--- src/rtl/mem_access_unit.sv ---
// MEM-stage access unit: maps byte/half/word loads and stores onto a word-only data memory.
// Sub-word stores become a stalled read phase followed by a MERGE write of the patched word.
module mem_access_unit #(
  parameter int ADDR_MSB = 12
) (
  input  logic        clock,
  input  logic        reset,
  input  logic        reqValid,
  input  logic        reqWrite,
  input  logic [1:0]  reqSize,
  input  logic        reqUnsigned,
  input  logic [31:0] reqAddress,
  input  logic [31:0] reqData,
  input  logic [31:0] reqPc,
  output logic        stall,
  output logic        resultValid,
  output logic [31:0] resultData,
  output logic        misaligned,
  output logic [31:0] dmProgramCounter,
  output logic [31:0] dmAddress,
  output logic        dmWriteEnabled,
  output logic [31:0] dmWriteInput,
  input  logic [31:0] dmReadResult
);

  typedef enum logic {IDLE, MERGE} state_t;

  state_t      state_reg, state_next;
  logic [31:0] merge_word_reg, merge_addr_reg, merge_pc_reg;
  logic [31:0] result_data_reg;
  logic        result_valid_reg, misaligned_reg;

  logic        size_byte, size_half, size_word, aligned, in_idle;
  logic        load_ok, word_store, sub_store, fault;
  logic [3:0]  lane_hit;
  logic [31:0] merged_word, load_value;
  logic [7:0]  byte_val;
  logic [15:0] half_val;

  if (ADDR_MSB < 2) begin : g_addr_check
    $error("ADDR_MSB must leave room for the byte offset");
  end

  assign size_byte  = (reqSize == 2'b00);
  assign size_half  = (reqSize == 2'b01);
  assign size_word  = reqSize[1];
  assign aligned    = size_byte | (size_half & ~reqAddress[0]) |
                      (size_word & (reqAddress[1:0] == 2'b00));
  assign in_idle    = (state_reg == IDLE);

  assign load_ok    = reqValid & ~reqWrite & aligned;
  assign word_store = reqValid & reqWrite & aligned & size_word;
  assign sub_store  = reqValid & reqWrite & aligned & ~size_word;
  assign fault      = reqValid & ~aligned;

  // Patch the target lane(s) of the current memory word with right-aligned store data.
  for (genvar gi = 0; gi < 4; gi++) begin : g_lane
    assign lane_hit[gi] = size_byte ? (reqAddress[1:0] == 2'(gi))
                                    : (reqAddress[1] == 1'(gi / 2));
    assign merged_word[8*gi +: 8] =
      !lane_hit[gi] ? dmReadResult[8*gi +: 8] :
      size_byte     ? reqData[7:0] : reqData[8*(gi % 2) +: 8];
  end

  always_comb begin
    byte_val = dmReadResult[7:0];
    case (reqAddress[1:0])
      2'd1:    byte_val = dmReadResult[15:8];
      2'd2:    byte_val = dmReadResult[23:16];
      2'd3:    byte_val = dmReadResult[31:24];
      default: byte_val = dmReadResult[7:0];
    endcase
    half_val = reqAddress[1] ? dmReadResult[31:16] : dmReadResult[15:0];
    if (size_byte)
      load_value = {{24{~reqUnsigned & byte_val[7]}}, byte_val};
    else if (size_half)
      load_value = {{16{~reqUnsigned & half_val[15]}}, half_val};
    else
      load_value = dmReadResult;
  end

  always_comb begin
    state_next       = state_reg;
    stall            = 1'b0;
    dmWriteEnabled   = 1'b0;
    dmAddress        = reqAddress;
    dmProgramCounter = reqPc;
    dmWriteInput     = reqData;
    case (state_reg)
      IDLE: begin
        if (word_store) begin
          dmWriteEnabled = 1'b1;
        end else if (sub_store) begin
          stall      = 1'b1;
          state_next = MERGE;
        end
      end
      MERGE: begin
        dmAddress        = merge_addr_reg;
        dmProgramCounter = merge_pc_reg;
        dmWriteInput     = merge_word_reg;
        dmWriteEnabled   = 1'b1;
        state_next       = IDLE;
      end
      default: state_next = IDLE;
    endcase
    // Reset abandons any pending merge write immediately, not just at the next edge.
    if (reset) begin
      stall          = 1'b0;
      dmWriteEnabled = 1'b0;
    end
  end

  always_ff @(posedge clock) begin
    if (reset) begin
      state_reg        <= IDLE;
      result_valid_reg <= 1'b0;
      result_data_reg  <= 32'd0;
      misaligned_reg   <= 1'b0;
      merge_word_reg   <= 32'd0;
      merge_addr_reg   <= 32'd0;
      merge_pc_reg     <= 32'd0;
    end else begin
      state_reg        <= state_next;
      result_valid_reg <= in_idle & load_ok;
      misaligned_reg   <= in_idle & fault;
      if (in_idle & load_ok)
        result_data_reg <= load_value;
      if (in_idle & sub_store) begin
        merge_word_reg <= merged_word;
        merge_addr_reg <= reqAddress;
        merge_pc_reg   <= reqPc;
      end
    end
  end

  assign resultValid = result_valid_reg;
  assign resultData  = result_data_reg;
  assign misaligned  = misaligned_reg;

endmodule

--- config.mk ---
export PLATFORM = sky130hd
export DESIGN_NAME = mem_access_unit
export DESIGN_NICKNAME = d
export VERILOG_FILES = /design/src/rtl/mem_access_unit.sv
export SDC_FILE = /design/constraint.sdc
export NUM_CORES = 1
export LEC_CHECK = 0
export CAP_MARGIN = 20
export CORE_ASPECT_RATIO = 0.5
export CORE_MARGIN = 10
export CORE_UTILIZATION = 44
export CTS_BUF_LIST = sky130_fd_sc_hd__clkbuf_16
export DETAILED_ROUTE_END_ITERATION = 6
export PLACE_DENSITY = 0.81
export SYNTH_ARGS = -nofsm -noshare
export SYNTH_HDL_FRONTEND = slang
export SYNTH_SLANG_ARGS = --single-unit
--- constraint.sdc ---
create_clock -name clock -period 3.9 [get_ports clock]
set_clock_uncertainty 0.2 [all_clocks]
set_input_delay 1.17 -clock clock [delete_from_list [all_inputs] [get_ports clock]]
set_output_delay 1.17 -clock clock [all_outputs]
set_load 0.005 [all_outputs]
==> results.md <==
* CP max stage delay at 0.54 ns
* Diode count at 0
* Worst hold slack at 0.2504 ns
* Clk Latency, worst-skew pair at approximately 0.40 ns
* Site row count at 31
* RSZ-0062 raised after global routing: false
* Sum Neg Setup Slack at 0 ns
* Status: finished clean
* CTS H-tree depth at 4
* Post-Synthesis Cells at 754
* First-pass DRT Iterations at 5
* Synth top area share at 0.3945
* Max transition margin at 0.3029
* First-pass GRT wire length at 37520 um
* Register area at 2626 sq um
* CTS root buf: clkbuf_16
* Hold Violations, Final at 0
* GP Congestion at 0.8524
* Syn_nets at 889
* Critical Path Fanout Max at 3
* Routed Wire Length at 24020 um
* Starting Density at 0.4546
* GR Overflow Total at 0
* Final ANT Viol Nets at 0
* Fmax achieved at 263.2 MHz
* # port buffers at 266
* Longest Clk Path Bufs at 2
* Max-Cap Viols at 0
* Startpoint Class: primary input
* Final cycle utilization of the critical path at 0.9742
* Die Y at approximately 110 um
* Largest net degree at the start of global routing at 97
* Crit-path slowest cell: clkdlybuf4s50_1
* Die width at slightly below 200 um
* Number of buffers created by CTS at 17
* Synth area leaders: dfxtp_1 (39%), mux2_2 (19%), nand2_1 (8.7%), a211oi_1 (5.3%), mux2i_1 (5.3%)
* Power density over the cells at 367.7 nW/um^2
* # fillers at 1107
* Remaining DRCs at 0
* Die Area at 20720 sq um
* Number of global-route vias before repair at 6728
* Peak supply drop at 0.0003195 V
* Worst Path Required at ~2.5 ns
* Multi-input logic area at 3756 sq um
* Worst-path clk slew at about 0.060 ns
* Core Area at about 15000 sq um
* Post-synthesis cell type count at 29
* DRT iter0 DRCs at 497
* Nets at 1143
* Number of I/O pins at 267
* Worst setup EP type: output pin
* # setup viols final at 0
* DP Wirelength at 17540 um
* Avg WL per Cell at 19.70 um
* Leakage Power at between 3 and 4 nW
* Syn avg cell area at around 9 sq um
* CTS tree: yes
* DR vias at 6624
* Synthesized flop and latch total at 131
* Dominant cell type by area after synthesis: dfxtp_1
* Register area share after synthesis at 0.3945
* Worst-Margin Slew at about 1.0 ns
* Tot GR Track Use at 0.2203
* PnR Total Power at around 0.0037 W
* Synthesis Warnings at 0
* Syn Std Cell Area at 6648 sq um
* CP Cell Sequence: clkdlybuf4s50_1 -> buf_4 -> a21oi_2 -> a41oi_1 -> nor2_1 -> dlygate4sd2_1
* Share of layout cells above drive strength 1 at 0.1900
* Vias per cell at about 5.4
* Pins Over Slew Limit at 0
* Setup Crit Path Kind: primary input to output pin
* Arr. time, crit path at 2.43 ns
* Fin crit period at 3.799 ns
* Synth-to-layout area growth at 53.13%
* Initial antenna violation count at 0
* Clock sinks at 131
* HP Class: flop to flop
-- through the flow --
stage	cell area [sq um]	std cells	util	setup slack, ns
6_report	10180	1219	0.6962	0.1008
3_5_place_dp	9572	1187	0.6546	-0.5232
4_1_cts	10180	1219	0.6962	0.09487
3_3_place_gp	9572	1187	0.6546	-0.4744
2_1_floorplan	6648	754	-	0.02699
5_1_grt	10180	1219	0.6962	0.02229
-- worst paths after layout --
| kind | start | cells past startpoint | end | slack, ns |
|---|---|---|---|---|
| worst min register to register | merge_addr_reg[23] | 2 | merge_addr_reg[23] | 0.25 |
| worst max register to register | state_reg | 5 | merge_word_reg[1] | 1.37 |
| worst max-delay path | reqAddress[0] | 6 | dmWriteEnabled | 0.10 |
| worst min-delay path | merge_addr_reg[23] | 2 | merge_addr_reg[23] | 0.25 |
-- routing by layer --
layer / GRT usage / vias to the layer above / share of wire
met5: 0 / - / 0
met4: 0.07205 / 0 / 0.026
met3: 0.06095 / 42 / 0.068
met2: 0.3919 / 263 / 0.51
met1: 0.2537 / 3167 / 0.39
li1: - / 3152 / -
-- cell families (layout without fill, tap and decap cells) --
kind of cell / count (synthesis) / in the layout / synth area share
compound gates: 150 / 150 / 0.1438
buf+inv: 68 / 335 / 0.04160
flops: 131 / 131 / 0.3945
mux: 153 / 153 / 0.2644
simple gates: 252 / 252 / 0.1557
-- cells in the mapped netlist --
cell type,count
nand2_1,154
dfxtp_1,131
mux2_2,111
nor2_1,73
a21oi_1,67
a211oi_1,47
clkbuf_1,44
mux2i_1,35
o21ai_0,19
nand3b_1,17
buf_2,14
a211o_1,7
mux4_2,7
buf_1,5
inv_1,4
nand2b_1,3
a21oi_2,2
nor3b_1,2
o21ai_2,2
a2111o_1,1
a2111oi_4,1
a211oi_2,1
a41oi_1,1
buf_4,1
nor4_1,1
nor4b_1,1
o2111ai_1,1
o21a_1,1
or2_1,1
-- cell type report --
cell class | instances | area share
Multi-Input combinational cell | 555 | 0.3690
Clock inverter | 14 | 0.01475
Sequential cell | 131 | 0.2580
Timing Repair Buffer | 299 | 0.2882
Inverter | 4 | 0.001475
Tap cell | 198 | 0.02434
Clock buffer | 18 | 0.04425
-- timing repair --
item,in CTS,in global routing
buffers inserted,0,0
gates resized for setup,15,0
hold buffers,0,0
setup endpoints to repair,4,0
-- layout by cell type (no fill, tap or decap), types with 3 or more instances in the layout --
cell / netlist / final
clkdlybuf4s50_1: 0 / 258
nand2_1: 154 / 154
dfxtp_1: 131 / 130
mux2_2: 111 / 111
nor2_1: 73 / 73
a21oi_1: 67 / 66
a211oi_1: 47 / 47
mux2i_1: 35 / 35
buf_4: 1 / 31
o21ai_0: 19 / 19
clkbuf_16: 0 / 18
nand3b_1: 17 / 17
mux4_2: 7 / 7
a211o_1: 7 / 7
dlygate4sd2_1: 0 / 6
inv_1: 4 / 5
inv_6: 0 / 4
a21oi_2: 2 / 3
nand2b_1: 3 / 3
clkinv_4: 0 / 3
-- where the power goes --
part           switching (W)  internal, W
sequential         0.0000261      0.00139
clock               0.000642     0.000986
combinational       0.000289     0.000412
-- critical path: cells and delay by family --
family,cells,cell delay [ns]
AO/OA/AOI/OAI,2,0.25
buffers and inverters,3,0.96
AND/OR/NAND/NOR,1,0.06
Power figures use the tool's default switching activity.
